<file path="src/rtl/mem_arb_pkg.sv">
// Shared types for the CPU/loader RAM port arbiter.
// Optional build macro MEM_ARB_ROTATE_PRIO_EN selects alternating priority.
package mem_arb_pkg;

    localparam int CNT_W = 3;

    typedef enum logic [1:0] {
        IDLE   = 2'd0,
        CPU_RD = 2'd1,
        CPU_WR = 2'd2,
        LDR_WR = 2'd3
    } state_e;

    typedef enum logic {
        GNT_CPU = 1'b0,
        GNT_LDR = 1'b1
    } grant_e;

endpackage

</file>
<file path="src/rtl/mem_arb_grant.sv">
// Combinational grant decision between the CPU and the image loader.
// Fixed CPU priority by default; MEM_ARB_ROTATE_PRIO_EN alternates on contention.
module mem_arb_grant
    import mem_arb_pkg::*;
(
    input  logic cpu_pend,
    input  logic ldr_pend,
`ifdef MEM_ARB_ROTATE_PRIO_EN
    input  logic last_grant,
`endif
    output logic gnt_valid,
    output logic gnt
);

    always_comb begin
        gnt_valid = cpu_pend | ldr_pend;
        gnt       = GNT_CPU;
        if (cpu_pend && ldr_pend) begin
`ifdef MEM_ARB_ROTATE_PRIO_EN
            // On contention hand the port to whoever did not have it last.
            gnt = (last_grant == GNT_CPU) ? GNT_LDR : GNT_CPU;
`else
            gnt = GNT_CPU;
`endif
        end else if (ldr_pend) begin
            gnt = GNT_LDR;
        end
    end

endmodule

</file>
<file path="src/rtl/mem_port_arbiter.sv">
// Shares one single-port synchronous RAM between the Z80 bus and the image loader.
// Optional build macro MEM_ARB_ROTATE_PRIO_EN enables alternating priority.
module mem_port_arbiter
    import mem_arb_pkg::*;
#(
    parameter int AW     = 16,
    parameter int RD_LAT = 1
) (
    input  logic          clk,
    input  logic          reset,
    input  logic          cpu_req,
    input  logic          cpu_we,
    input  logic [AW-1:0] cpu_addr,
    input  logic [7:0]    cpu_din,
    output logic [7:0]    cpu_dout,
    output logic          cpu_wait_n,
    input  logic          ldr_req,
    input  logic [AW-1:0] ldr_addr,
    input  logic [7:0]    ldr_din,
    output logic          ldr_ack,
    output logic [AW-1:0] mem_addr,
    output logic [7:0]    mem_din,
    output logic          mem_we,
    input  logic [7:0]    mem_q
);

    state_e           state_q, state_d;
    logic [CNT_W-1:0] cnt_q, cnt_d;
    logic [7:0]       cpu_dout_q, cpu_dout_d;
    logic             cpu_done_q, cpu_done_d;
    logic             ldr_ack_q, ldr_ack_d;
    logic             mem_we_q, mem_we_d;
    logic [AW-1:0]    mem_addr_q, mem_addr_d;
    logic [7:0]       mem_din_q, mem_din_d;

    logic             cpu_pend;
    logic             gnt_valid;
    logic             gnt;
    logic             take_cpu;
    logic             take_ldr;

`ifdef MEM_ARB_ROTATE_PRIO_EN
    grant_e           last_grant_q, last_grant_d;
`endif

    assign cpu_pend = cpu_req & ~cpu_done_q;

    mem_arb_grant u_grant (
        .cpu_pend  (cpu_pend),
        .ldr_pend  (ldr_req),
`ifdef MEM_ARB_ROTATE_PRIO_EN
        .last_grant(last_grant_q),
`endif
        .gnt_valid (gnt_valid),
        .gnt       (gnt)
    );

    always_comb begin
        state_d    = state_q;
        cnt_d      = cnt_q;
        cpu_dout_d = cpu_dout_q;
        cpu_done_d = cpu_done_q;
        ldr_ack_d  = 1'b0;
        mem_we_d   = 1'b0;
        mem_addr_d = mem_addr_q;
        mem_din_d  = mem_din_q;
        take_cpu   = 1'b0;
        take_ldr   = 1'b0;
`ifdef MEM_ARB_ROTATE_PRIO_EN
        last_grant_d = last_grant_q;
`endif

        if (!cpu_req) begin
            cpu_done_d = 1'b0;
        end

        case (state_q)
            IDLE: begin
                take_cpu = gnt_valid && (gnt == GNT_CPU);
                take_ldr = gnt_valid && (gnt == GNT_LDR);
            end
            CPU_WR: begin
                cpu_done_d = 1'b1;
                state_d    = IDLE;
            end
            CPU_RD: begin
                // The read completes even if the CPU has already let go of cpu_req.
                if (cnt_q == '0) begin
                    cpu_dout_d = mem_q;
                    cpu_done_d = 1'b1;
                    state_d    = IDLE;
                end else begin
                    cnt_d = cnt_q - CNT_W'(1);
                end
            end
            LDR_WR: begin
                // A CPU that arrived during the loader write goes straight in.
                state_d  = IDLE;
                take_cpu = cpu_pend;
            end
            default: state_d = IDLE;
        endcase

        if (take_cpu) begin
            mem_addr_d = cpu_addr;
            mem_din_d  = cpu_din;
            mem_we_d   = cpu_we;
            cnt_d      = CNT_W'(RD_LAT - 1);
            state_d    = cpu_we ? CPU_WR : CPU_RD;
`ifdef MEM_ARB_ROTATE_PRIO_EN
            last_grant_d = GNT_CPU;
`endif
        end

        if (take_ldr) begin
            mem_addr_d = ldr_addr;
            mem_din_d  = ldr_din;
            mem_we_d   = 1'b1;
            ldr_ack_d  = 1'b1;
            state_d    = LDR_WR;
`ifdef MEM_ARB_ROTATE_PRIO_EN
            last_grant_d = GNT_LDR;
`endif
        end
    end

    always_ff @(posedge clk or posedge reset) begin
        if (reset) begin
            state_q    <= IDLE;
            cnt_q      <= '0;
            cpu_dout_q <= 8'hFF;
            cpu_done_q <= 1'b0;
            ldr_ack_q  <= 1'b0;
            mem_we_q   <= 1'b0;
            mem_addr_q <= '0;
            mem_din_q  <= '0;
`ifdef MEM_ARB_ROTATE_PRIO_EN
            last_grant_q <= GNT_CPU;
`endif
        end else begin
            state_q    <= state_d;
            cnt_q      <= cnt_d;
            cpu_dout_q <= cpu_dout_d;
            cpu_done_q <= cpu_done_d;
            ldr_ack_q  <= ldr_ack_d;
            mem_we_q   <= mem_we_d;
            mem_addr_q <= mem_addr_d;
            mem_din_q  <= mem_din_d;
`ifdef MEM_ARB_ROTATE_PRIO_EN
            last_grant_q <= last_grant_d;
`endif
        end
    end

    // Wait is released while reset is held so a stalled CPU is not frozen by it.
    assign cpu_wait_n = reset | ~cpu_req | cpu_done_q;

    assign cpu_dout = cpu_dout_q;
    assign ldr_ack  = ldr_ack_q;
    assign mem_we   = mem_we_q;
    assign mem_addr = mem_addr_q;
    assign mem_din  = mem_din_q;

endmodule

</file>
<file path="config.mk">
export PLATFORM = sky130hd
export DESIGN_NAME = mem_port_arbiter
export DESIGN_NICKNAME = d
export VERILOG_FILES = /design/src/rtl/mem_arb_pkg.sv /design/src/rtl/mem_arb_grant.sv /design/src/rtl/mem_port_arbiter.sv
export SDC_FILE = /design/constraint.sdc
export NUM_CORES = 1
export LEC_CHECK = 0
export BUFFER_PORTS_ARGS = -buffer_cell sky130_fd_sc_hd__buf_2
export CORE_AREA = 5 5 77 65
export CTS_CLUSTER_DIAMETER = 200
export DETAILED_ROUTE_END_ITERATION = 16
export DIE_AREA = 0 0 82 70
export PLACE_DENSITY = 0.79
export SYNTH_ARGS = -nofsm -noshare
export SYNTH_HDL_FRONTEND = slang
export SYNTH_SLANG_ARGS = --single-unit
</file>
<file path="constraint.sdc">
create_clock -name clk -period 4.66 [get_ports clk]
set_input_delay 0.699 -clock clk [delete_from_list [all_inputs] [get_ports clk]]
set_output_delay 0.699 -clock clk [all_outputs]
set_load 0.02 [all_outputs]
</file>
==> flow_summary.toml <==
[status]
outcome = "finished clean"

[final_layout]
layout_commonest_cell = "buf_2"
finish.utilization = 0.619
antenna_cells = 0
layout_common_cells = "buf_2, dfrtp_1, nor2_1"
seq_area_um2 = 1010
syn_to_final_growth_pct = 34.7
final_nets = 332
final_cell_count_no_fill = 323
fin_area_um2 = 2540
fill_cells = 350
multi_input_area_um2 = 806
layout-drive-gt1-share = 0.470

[global_routing]
grt_pass1_wl_um = 6750
grt_antenna_before_repair = 0
overflow = 0
grt_start_max_net_pins = 51
grt_pass1_vias = 1488
grt_use_total = 0.151

[yosys]
synthXorXnorAreaFrac = 0.00465
synth.avg_cell_area_um2 = 11.2
synth_top_family_by_area = "multiplexers"
yosys_warnings = 0
synth_fp_nets = 235
syn_inst = 168
synth_compound_area_frac = 0.104
ys_types = 29
netlist_area_um2 = 1880
synth_adder_area_share = 0.0398
ys_ff_latch = 40
synth.area.mux_share = 0.183
synth_simple_gate_area_frac = 0.0916
ys_seq_area_frac = 0.537

[clocking]
clock_path_buffers = 2
h-tree-depth = 2
cts.sinks = 40
clk_pin_slew_ns = 0.08
cts_setup_buffers = 0
cts_root_buf = "clkbuf_8"
numCtsBuffers = 5
clk_latency_ns = 0.29
cts_tree = "built"
cts_hold_buf = 0
cts_resized = 0

[placement]
place_congestion = 0.772
hpwl_um = 3130
dp.cells = 315
numPortBuffers = 95
place_ws_ns = 2.40
dpl_cell_area_um2 = 2410

[route]
drc = 0
wl_per_cell_um = 12.8
final_antenna_net_count = 0
num_vias = 1537
drt_pre_antenna_iters = 4
routed_wl_um = 4140
viasPerCell = 4.76
drt_iter0_markers = 42

[timing]
setup_ws_ns = 2.43
finalCritPeriodShare = 0.478
skew_ns = 0.00927
slew_headroom = 0.549
finalCriticalPeriod_ns = 2.23
setup_viol = 0
hold_ws_ns = 0.514
tightest_slew_ns = 0.675
fin_setup_tns_ns = 0
fmax_mhz = 449
slew_violations = 0
rsz0062_at_grt = "no"
hold_viol_final = 0

[worst_setup_path]
crit_arrival_ns = 1.53
crit_path_end_kind = "output pin"
cp-start-kind = "primary input"
ff2ff_setup_slack_ns = 2.74
critPathKind = "in2out"
worstPathMaxFanout = 41
required_ns = 3.96
r2r.worst_path.cells = 7

[pwr]
leakagePower_nw = 1.22
cellPowerDensity_nw_per_um2 = 710
peakVddDrop_v = 0.000294
finalPower_mw = 1.80

[floorplan]
fp-row-count = 21
die_w_um = 82
start_util = 0.460
core_area_um2 = 4100
die_area_um2 = 5740
die_h_um = 70
ioPinCount = 96

[min_path]
hold_path.class = "in2async"

[flow_run]
cap_viol_max_count = 0
[critical path, cell delays in order]
cell and delay, ns:
buf_2 0.10, clkinv_1 0.03, buf_4 0.42, nand2_1 0.09, buf_2 0.18
[worst paths after layout]
kind,startpoint,to
max,reset,cpu_wait_n
min,reset,mem_din[7]
max in group asynchronous,reset,cpu_dout[3]
max reg2reg,state_q[0],state_q[1]
min in group clk,mem_addr[7],mem_addr[7]
min reg2reg,mem_addr[7],mem_addr[7]
[routing by layer]
metal | global-route usage | routed length (um) | part of all wire
met1 | 0.188 | 1680 | 0.41
met2 | 0.244 | 1930 | 0.47
met3 | 0.0501 | 480 | 0.12
met4 | 0.0498 | 51 | 0.012
met5 | 0 | 0 | 0
[sequential cells by signal, indices dropped and copies added (netlist names)]
name        flops
state_q         2
cnt_q           3
mem_din         8
mem_we          1
mem_addr       16
cpu_done_q      1
cpu_dout        8
ldr_ack         1
[layout make-up]
| class | instances | area share |
|---|---|---|
| timing repair buffer | 97 | 0.193 |
| tap | 57 | 0.0281 |
| inverter | 9 | 0.0133 |
| clock buffer | 7 | 0.0379 |
| multi-input combinational | 112 | 0.317 |
| clock inverter | 1 | 0.0118 |
| sequential | 40 | 0.398 |
[synthesized netlist by cell type]
library cell | n | area, um2
o211ai_1 | 1 | 7.51
a21oi_1 | 26 | 130
dfstp_2 | 8 | 210
nand2_1 | 3 | 11.3
o31ai_1 | 1 | 7.51
nor3_1 | 2 | 10.0
ha_1 | 6 | 75.1
a211oi_1 | 1 | 7.51
buf_2 | 4 | 20.0
mux2i_1 | 24 | 240
a21boi_0 | 1 | 7.51
mux2i_2 | 1 | 13.8
nor3b_1 | 1 | 7.51
o21ai_1 | 1 | 5.00
xnor2_1 | 1 | 8.76
mux2_2 | 8 | 90.1
nor2_1 | 28 | 105
clkbuf_1 | 1 | 3.75
nor2_8 | 1 | 20.0
dfrtp_1 | 32 | 801
o31ai_2 | 1 | 12.5
buf_4 | 1 | 7.51
a31oi_1 | 1 | 6.26
nor2b_4 | 1 | 13.8
o21bai_1 | 1 | 7.51
nand3_1 | 1 | 5.00
o21ai_0 | 1 | 5.00
inv_1 | 9 | 33.8
buf_6 | 1 | 11.3
[cells by family after synthesis]
kind of cell / after synthesis
flip-flops: 40
AND/OR/NAND/NOR: 37
AO/OA/AOI/OAI: 35
multiplexers: 33
buffers and inverters: 16
adder cells (fa/ha/maj): 6
XOR/XNOR: 1
[power breakdown]
part	internal (mW)	total (mW)	switching, mW
logic	0.329	0.877	0.548
clock network	0.189	0.302	0.113
registers	0.544	0.625	0.0808
total	1.06	1.80	0.742
No activity file was read; power rests on OpenSTA's default activity.
